===== src/rtl/instruction_encoder_loader_if.sv =====
// Bundle of the field-level source handshake, the instruction memory write
// port and the load status outputs of instruction_encoder_loader.
//   slave  : the loader itself (consumes tuples, drives memory + status)
//   master : the program source / test driver
interface instruction_encoder_loader_if #(
    parameter int ADDR_WIDTH = 10
);
    // control / source side
    logic                  start;
    logic                  in_valid;
    logic                  in_ready;
    logic [1:0]            fmt;
    logic [5:0]            OP;
    logic [4:0]            RS;
    logic [4:0]            RT;
    logic [4:0]            RD;
    logic [4:0]            SHAMT;
    logic [5:0]            FUNCT;
    logic [15:0]           IMM16;
    logic [25:0]           TA;
    logic [31:0]           raw;
    logic                  last;
    // instruction memory write port
    logic                  mem_we;
    logic [ADDR_WIDTH-1:0] mem_addr;
    logic [31:0]           mem_wdata;
    // status
    logic                  busy;
    logic                  done;
    logic                  overflow;
    logic [ADDR_WIDTH:0]   count;

    modport slave (
        input  start, in_valid, fmt, OP, RS, RT, RD, SHAMT, FUNCT, IMM16, TA, raw, last,
        output in_ready, mem_we, mem_addr, mem_wdata, busy, done, overflow, count
    );

    modport master (
        output start, in_valid, fmt, OP, RS, RT, RD, SHAMT, FUNCT, IMM16, TA, raw, last,
        input  in_ready, mem_we, mem_addr, mem_wdata, busy, done, overflow, count
    );
endinterface


===== src/rtl/instruction_encoder_loader.sv =====
// instruction_encoder_loader
//   Packs MIPS R/I/J field tuples (or a raw word) into 32-bit instructions and
//   writes them to consecutive instruction-memory words starting at BASE_ADDR.
// Ports:
//   clk      : clock, all state on rising edge
//   reset_n  : asynchronous active-low reset
//   bus      : instruction_encoder_loader_if.slave
//              start/in_valid/in_ready + fields in; mem_we/mem_addr/mem_wdata
//              out; busy/done/overflow/count status out.
module instruction_encoder_loader #(
    parameter int ADDR_WIDTH = 10,
    parameter int BASE_ADDR  = 0
) (
    input  logic                          clk,
    input  logic                          reset_n,
    instruction_encoder_loader_if.slave   bus
);

    typedef enum logic [1:0] {
        S_IDLE  = 2'd0,
        S_LOAD  = 2'd1,
        S_WRITE = 2'd2,
        S_DONE  = 2'd3
    } state_e;

    localparam logic [ADDR_WIDTH-1:0] BASE      = ADDR_WIDTH'(BASE_ADDR);
    localparam logic [ADDR_WIDTH-1:0] LAST_ADDR = '1;

    state_e                state_q, state_d;
    logic [ADDR_WIDTH-1:0] addr_q, addr_d;
    logic                  full_q, full_d;      // top word already written
    logic [31:0]           wdata_q, wdata_d;
    logic                  last_q, last_d;      // word in flight ends the program
    logic [ADDR_WIDTH:0]   count_q, count_d;
    logic                  ovf_q, ovf_d;

    logic [31:0]           enc_word;
    logic                  accept;

    always_comb begin
        enc_word = bus.raw;
        unique case (bus.fmt)
            2'b00:   enc_word = {bus.OP, bus.RS, bus.RT, bus.RD, bus.SHAMT, bus.FUNCT};
            2'b01:   enc_word = {bus.OP, bus.RS, bus.RT, bus.IMM16};
            2'b10:   enc_word = {bus.OP, bus.TA};
            default: enc_word = bus.raw;
        endcase
    end

    assign accept = (state_q == S_LOAD) && !full_q && bus.in_valid;

    always_ff @(posedge clk or negedge reset_n) begin
        if (!reset_n) begin
            state_q <= S_IDLE;
            addr_q  <= BASE;
            full_q  <= 1'b0;
            wdata_q <= '0;
            last_q  <= 1'b0;
            count_q <= '0;
            ovf_q   <= 1'b0;
        end else begin
            state_q <= state_d;
            addr_q  <= addr_d;
            full_q  <= full_d;
            wdata_q <= wdata_d;
            last_q  <= last_d;
            count_q <= count_d;
            ovf_q   <= ovf_d;
        end
    end

    always_comb begin
        state_d = state_q;
        addr_d  = addr_q;
        full_d  = full_q;
        wdata_d = wdata_q;
        last_d  = last_q;
        count_d = count_q;
        ovf_d   = ovf_q;

        unique case (state_q)
            S_IDLE, S_DONE: begin
                // a tuple offered together with start is left waiting for LOAD
                if (bus.start) begin
                    state_d = S_LOAD;
                    addr_d  = BASE;
                    full_d  = 1'b0;
                    count_d = '0;
                    ovf_d   = 1'b0;
                end
            end
            S_LOAD: begin
                if (accept) begin
                    state_d = S_WRITE;
                    wdata_d = enc_word;
                    last_d  = bus.last;
                end else if (full_q && bus.in_valid) begin
                    // memory exhausted: refuse the tuple and end the load
                    state_d = S_DONE;
                    ovf_d   = 1'b1;
                end
            end
            S_WRITE: begin
                count_d = count_q + 1'b1;
                // no wrap: the top word marks the memory full instead
                if (addr_q == LAST_ADDR) full_d = 1'b1;
                else                     addr_d = addr_q + 1'b1;
                state_d = last_q ? S_DONE : S_LOAD;
            end
            default: state_d = S_IDLE;
        endcase
    end

    // mem_we decodes straight from the state register so reset kills it at once
    assign bus.in_ready  = (state_q == S_LOAD) && !full_q;
    assign bus.mem_we    = (state_q == S_WRITE);
    assign bus.mem_addr  = addr_q;
    assign bus.mem_wdata = wdata_q;
    assign bus.busy      = (state_q == S_LOAD) || (state_q == S_WRITE);
    assign bus.done      = (state_q == S_DONE);
    assign bus.overflow  = ovf_q;
    assign bus.count     = count_q;

endmodule


===== src/flat_wrapper.sv =====
// flat-port wrapper written by rule: the top's interface ports become plain ports
module instruction_encoder_loader_flat 
#(
    parameter int ADDR_WIDTH = 10,
    parameter int BASE_ADDR  = 0
)
  (clk, reset_n, bus_start, bus_in_valid, bus_fmt, bus_OP, bus_RS, bus_RT, bus_RD, bus_SHAMT, bus_FUNCT, bus_IMM16, bus_TA, bus_raw, bus_last, bus_in_ready, bus_mem_we, bus_mem_addr, bus_mem_wdata, bus_busy, bus_done, bus_overflow, bus_count);
  instruction_encoder_loader_if #(.ADDR_WIDTH(ADDR_WIDTH)) bus_i ();
  input  logic clk;
  input  logic reset_n;
  input wire logic [$bits(bus_i.start)-1:0] bus_start;
  input wire logic [$bits(bus_i.in_valid)-1:0] bus_in_valid;
  input wire logic [$bits(bus_i.fmt)-1:0] bus_fmt;
  input wire logic [$bits(bus_i.OP)-1:0] bus_OP;
  input wire logic [$bits(bus_i.RS)-1:0] bus_RS;
  input wire logic [$bits(bus_i.RT)-1:0] bus_RT;
  input wire logic [$bits(bus_i.RD)-1:0] bus_RD;
  input wire logic [$bits(bus_i.SHAMT)-1:0] bus_SHAMT;
  input wire logic [$bits(bus_i.FUNCT)-1:0] bus_FUNCT;
  input wire logic [$bits(bus_i.IMM16)-1:0] bus_IMM16;
  input wire logic [$bits(bus_i.TA)-1:0] bus_TA;
  input wire logic [$bits(bus_i.raw)-1:0] bus_raw;
  input wire logic [$bits(bus_i.last)-1:0] bus_last;
  output wire logic [$bits(bus_i.in_ready)-1:0] bus_in_ready;
  output wire logic [$bits(bus_i.mem_we)-1:0] bus_mem_we;
  output wire logic [$bits(bus_i.mem_addr)-1:0] bus_mem_addr;
  output wire logic [$bits(bus_i.mem_wdata)-1:0] bus_mem_wdata;
  output wire logic [$bits(bus_i.busy)-1:0] bus_busy;
  output wire logic [$bits(bus_i.done)-1:0] bus_done;
  output wire logic [$bits(bus_i.overflow)-1:0] bus_overflow;
  output wire logic [$bits(bus_i.count)-1:0] bus_count;
  assign bus_i.start = bus_start;
  assign bus_i.in_valid = bus_in_valid;
  assign bus_i.fmt = bus_fmt;
  assign bus_i.OP = bus_OP;
  assign bus_i.RS = bus_RS;
  assign bus_i.RT = bus_RT;
  assign bus_i.RD = bus_RD;
  assign bus_i.SHAMT = bus_SHAMT;
  assign bus_i.FUNCT = bus_FUNCT;
  assign bus_i.IMM16 = bus_IMM16;
  assign bus_i.TA = bus_TA;
  assign bus_i.raw = bus_raw;
  assign bus_i.last = bus_last;
  assign bus_in_ready = bus_i.in_ready;
  assign bus_mem_we = bus_i.mem_we;
  assign bus_mem_addr = bus_i.mem_addr;
  assign bus_mem_wdata = bus_i.mem_wdata;
  assign bus_busy = bus_i.busy;
  assign bus_done = bus_i.done;
  assign bus_overflow = bus_i.overflow;
  assign bus_count = bus_i.count;
  instruction_encoder_loader #(.ADDR_WIDTH(ADDR_WIDTH), .BASE_ADDR(BASE_ADDR)) u_core (.clk(clk), .reset_n(reset_n), .bus(bus_i));
endmodule

===== config.mk =====
export PLATFORM = sky130hd
export DESIGN_NAME = instruction_encoder_loader_flat
export DESIGN_NICKNAME = d
export VERILOG_FILES = /design/src/rtl/instruction_encoder_loader_if.sv /design/src/rtl/instruction_encoder_loader.sv /design/src/flat_wrapper.sv
export SDC_FILE = /design/constraint.sdc
export NUM_CORES = 1
export LEC_CHECK = 0
export CAP_MARGIN = 20
export CORE_MARGIN = 5
export CORE_UTILIZATION = 40
export CTS_CLUSTER_SIZE = 14
export DETAILED_ROUTE_END_ITERATION = 10
export PLACE_DENSITY_LB_ADDON = 0.1
export SYNTH_ARGS = -nofsm -noshare
export SYNTH_HDL_FRONTEND = slang
export SYNTH_SLANG_ARGS = --single-unit

===== constraint.sdc =====
create_clock -name clk -period 2.4 [get_ports clk]
set_clock_uncertainty 0.2 [all_clocks]
set_input_delay 0.24 -clock clk [delete_from_list [all_inputs] [get_ports clk]]
set_output_delay 0.24 -clock clk [all_outputs]
set_load 0.02 [all_outputs]

# Word-level counts from Yosys, hierarchy flattened

Index checks and enable logic that the tools add are counted.

Input bits: 113
Bits in registers: 58
Word-level logic and storage cells: 54
Output and inout port bits: 58

Eq/ne operators: 12
$add $sub $neg: 2
Muxes and demuxes: 17
Reductions and logical operators: 16

Operators by type and width:

| cell                                                | number |
|---|---|
| case mux 32 bit (3 select lines)                    | 1 |
| case mux 11 bit (2 select lines)                    | 1 |
| 2-to-1 mux 10 bit                                   | 2 |
| case mux 10 bit (2 select lines)                    | 1 |
| adder 11 x 1 -> 11 bit, second input constant       | 1 |
| 2-to-1 mux 11 bit                                   | 1 |
| adder 10 x 1 -> 10 bit, second input constant       | 1 |
| equality test 10 bit, second input constant         | 1 |
| 2-to-1 mux 2 bit                                    | 4 |
| != test 2 bit, second input constant                | 4 |
| equality test 2 bit, second input constant          | 3 |
| case mux 2 bit (3 select lines)                     | 1 |
| AND reduction 2 bit                                 | 3 |
| AND reduction 3 bit                                 | 2 |
| equality test 2 x 1 -> 1 bit, second input constant | 2 |
| zero test 2 bit                                     | 2 |
| 2-to-1 mux 1 bit                                    | 4 |
| case mux 1 bit (2 select lines)                     | 2 |
| AND reduction 4 bit                                 | 1 |
| nonzero test 2 bit                                  | 2 |
| logical AND 1 bit                                   | 3 |
| != test 3 x 2 -> 1 bit, second input constant       | 1 |
| != test 2 x 1 -> 1 bit, second input constant       | 1 |
| OR reduction 2 bit                                  | 1 |
| other kinds (2)                                     | 2 |

# Depth between registers and ports, before layout

Word-level depth: 5
Mapped depth: 8
Gate-level depth less buffers: 6

# Worst setup path before layout

OpenSTA, ideal clock, no wires.

Path kind: reg-to-reg
Start point: register u_core.addr_q[0] (netlist: u_core.bus.mem_addr[0])
End point: register u_core.addr_q[0] (netlist: u_core.bus.mem_addr[0])
Stages on the path, launching flop included: 7
Data required time: 2,079 ps
Library setup time: 121 ps
Data arrival time: 1,856 ps
Path slack: 223 ps
Path buffers: 1
Period minus slack after synthesis: 2,177 ps
Cells stage by stage: dfrtp_1 > ha_1 > nand2_2 > or3_1 > buf_6 > mux2_4 > a22o_1

Longest elaborated chain between the ends: 3
Elaborated cells on any way between the ends: 6
Classes of those cells: add/sub (1); eq/ne (2); mux (2); reduce/logical (1)

Ends and longest elaborated chain:

| item                                                                    | line                                                                 | text |
|---|---|---|
| start, declared                                                         | instruction_encoder_loader.sv:30                                     | `logic [ADDR_WIDTH-1:0] addr_q, addr_d;` |
| start signal, assigned                                                  | instruction_encoder_loader.sv:63                                     | `addr_q <= addr_d;` |
| adder 10 x 1 -> 10 bit or equality test 10 bit (tied branches)          | instruction_encoder_loader.sv:107, instruction_encoder_loader.sv:106 |  |
| 2-to-1 mux 10 bit or != test 2 bit (tied branches)                      | n/a                                                                  |  |
| case mux 10 bit (2 select lines) or AND reduction 3 bit (tied branches) | n/a                                                                  |  |

Several ways; a longest one is shown, not always the timed one. The select of a mux whose other input is x is not followed.
A chain may end at the register's enable or synchronous reset.

# Final worst setup path

Same ends and word-level chain as after synthesis.

==> flow_summary_export.csv <==
group,metric,value,unit
logic_synthesis,syn_area_per_cell,10.96,um^2
sta,fin_ws,0.2053,ns
floorplanning,num_io_pins,171,
pwr,pwr-share-comb,0.504,
logic_synthesis,syn-num-nets,413,
critical_path,critPathMaxFanout,8,
clock_tree,cts_setup_buffers,0,
critical_path,slowest_stage,"or3_1",
pwr,p_int,0.003048,W
global_routing,grt_pass1_vias,3147,
sta,min_period_over_period,0.9145,
pwr,power.switching,0.001815,W
sta,finalHoldViolCount,0,
routing,first_iter_violations,54,
finish,multi_input_area,1675,um^2
pwr,p_per_area,920.1,nW/um^2
worst_hold_path,hp-class,"in -> async",
sta,rsz0062_at_grt,"false",
sta,fmax,455.6,MHz
sta,hold-worst-slack,0.2382,ns
routing,num_vias,2917,
logic_synthesis,synth_cells,295,
clock_tree,clk_latency,0.33,ns
floorplanning,die_x,99.91,um
pwr,peakVddDrop,0.4464,mV
global_routing,grt_usage,0.1923,
routing,wl_met1,3.360,mm
logic_synthesis,synth_cell_type_count,46,
routing,dr.max_layer_used,"met4",
global_routing,antenna_found_initial,0,
routing,dr_wl_met3,829,um
clock_tree,clock_sinks,58,
place,hpwl,7.306,mm
critical_path,criticalPathCategory,"reg -> reg",
place,routabilityCongestion,0.8014,
critical_path,cp_cell_sequence,"ha_1 > nand2_2 > or3_1 > mux2_4 > a22o_1",
global_routing,grt.overflow.total,0,
logic_synthesis,yosys_register_bits,58,
critical_path,endpoint_kind,"flip-flop",
global_routing,grt_max_degree,59,
run_status,status,"finished, final reports clean",
critical_path,crit_required,2.42,ns
finish,nFillCells,628,
finish,final_common_cell,"clkdlybuf4s50_1",
routing,firstDrtPassIters,4,
clock_tree,path_clk_slew,0.06,ns
floorplanning,rows,32,
finish,seqCellArea,1451,um^2
logic_synthesis,synth_area,3233,um^2
clock_tree,cts_tree,"yes",
sta,period_minus_slack,2.195,ns
pwr,power_frac_seq,0.307,
routing,vias_per_cell,5.082,
job,maxCapViolCount,0,
finish,syn_to_final_growth,63.47,%
critical_path,rr_startpoint,"u_core.bus.mem_addr[0]",
floorplanning,core_area,7807,um^2
routing,wl_met2,4.824,mm
finish,diodes,0,
sta,tightest_slew,0.5381,ns
place,place_ws,0.2451,ns
clock_tree,h-tree-depth,3,
floorplanning,fp.dieArea,9981,um^2
sta,tns,0,ns
routing,finalWirelength,9.160,mm
finish,mostFrequentLayoutCells,"166 x clkdlybuf4s50_1, 58 x dfrtp_1, 36 x nand2_1",
sta,setup_viol,0,
critical_path,rr_worst_depth,5,
critical_path,r2r-end,"u_core.bus.mem_addr[0]",
routing,final_antenna_net_count,0,
critical_path,arrival,2.21,ns
sta,maxSlewViolCount,0,
critical_path,cp-start-kind,"flip-flop",
finish,drive_above_1_share,0.1483,
pwr,swShare,0.3732,
critical_path,cp_slowest_stage_delay,0.51,ns
floorplanning,start_util,0.4141,
pwr,p_leak,2.209,nW
place,port_buffers,170,
logic_synthesis,async_flop_share,1.000,
logic_synthesis,synth_flop_cell,"dfrtp_1",
sta,maxSlewHeadroom,0.6400,
critical_path,ff2ff_setup_slack,0.21,ns
clock_tree,cts.path.max_buffers,2,
pwr,clkPwrFrac,0.189,
logic_synthesis,synth_warnings,0,
routing,drt-wirelength-per-cell,15.96,um
clock_tree,cts_made_buffers,9,
floorplanning,chipHeight,99.91,um
routing,drc,0,
clock_tree,root_buffer,"clkbuf_8",
finish,final_net_count,585,
logic_synthesis,seq_area_frac_synth,0.4489,
global_routing,grt_pass1_wl,15.03,mm
logic_synthesis,synth-edff-count,0,
[through the flow]
stage	power, W	cells	util	instance area [um^2]
finish	0.004863	574	0.6769	5285
global route	0.005200	574	0.6769	5285
CTS	0.004927	574	0.6763	5280
detailed placement	0.003991	557	0.6490	5067
global placement	0.003953	557	0.6490	5067
floorplan	0.002804	295	-	3233
[power by group through the flow]
stage                     Sequential, W  Combinational [W]  Clock (W)
final                           0.00149            0.00245   0.000917
after global routing            0.00154            0.00267   0.000995
after CTS                       0.00150            0.00250   0.000937
after detailed placement        0.00150            0.00249          0
after global placement          0.00149            0.00246          0
after floorplan                 0.00185           0.000956          0
[metal layers]
layer,vias up,track usage
li1,1432,-
met2,106,0.3386
met4,0,0.05462
met1,1366,0.2071
met3,13,0.08826
met5,-,0
[worst max-delay path: cells and delay by family (launching register included)]
| kind | cells | cell delay (ns) |
|---|---|---|
| muxes | 1 | 0.33 |
| adders and majority gates | 1 | 0.26 |
| AOI/OAI and AO/OA | 1 | 0.18 |
| DFF | 1 | 0.46 |
| and+or+nand+nor | 2 | 0.65 |
[cell usage after synthesis (2+ instances only)]
cell type  number  share of area
ha_1            5          0.019
a22o_1          5          0.014
nor2_1         13          0.015
buf_4           3         0.0070
mux4_2         16           0.11
dfrtp_1        58           0.45
o41ai_1         2         0.0054
mux2_2         18          0.063
xor2_1          2         0.0054
mux2i_1        18          0.056
o21ai_1        11          0.017
nand2_1        37          0.043
inv_1           5         0.0058
nor3_1          5         0.0077
nand3_1         6         0.0093
nand2_2         2         0.0039
and3_1          5         0.0097
xnor2_1         3         0.0081
clkbuf_1        7         0.0081
a31oi_1         5         0.0097
o21ai_0        22          0.034
a21oi_1        12          0.019
buf_1           3         0.0035
or3_1           2         0.0039
nand4_1         4         0.0077
nor4_1          2         0.0039
buf_2           5         0.0077
[timing repair]
item / 4_1_cts / 5_1_grt
gates resized for setup: 1 / 2
setup endpoints to repair: 1 / 2
endpoints found under the hold margin: 58 / 0
hold buffers: 1 / 0
[sequential cells by signal, indices dropped and copies added (netlist names)]
| name | flops |
|---|---|
| u_core.bus.count | 11 |
| u_core.bus.mem_wdata | 32 |
| u_core.state_q | 2 |
| u_core.full_q | 1 |
| u_core.last_q | 1 |
| u_core.bus.mem_addr | 10 |
| u_core.bus.overflow | 1 |
[area by class of cell]
type	instances	area share
clock inverter	5	0.009943
inverter	5	0.003551
clock buffer	11	0.02865
sequential	58	0.2746
multi-input combinational	213	0.3170
tap	102	0.02415
timing repair buffer	180	0.3421
[worst max path at each step]
stage                                 startpoint                     end  slack [ns]  cells past startpoint
after floorplan           u_core.bus.mem_addr[0]  u_core.bus.mem_addr[0]        0.22                      6
after global placement    u_core.bus.mem_addr[0]  u_core.bus.mem_addr[0]        0.31                      5
after detailed placement  u_core.bus.mem_addr[0]  u_core.bus.mem_addr[0]        0.25                      5
after CTS                      u_core.state_q[0]                bus_busy        0.02                      4
after global routing           u_core.state_q[0]              bus_mem_we        0.11                      3
final                     u_core.bus.mem_addr[0]  u_core.bus.mem_addr[0]        0.21                      5
[cells by family after synthesis]
logic type / share of synthesized area
fa+ha+maj: 0.01935
compound gates: 0.1277
simple gates: 0.1169
mux: 0.2380
buf+inv: 0.03560
flops: 0.4489
xor+xnor: 0.01355
Note: power is estimated with default switching activity, not from simulation.
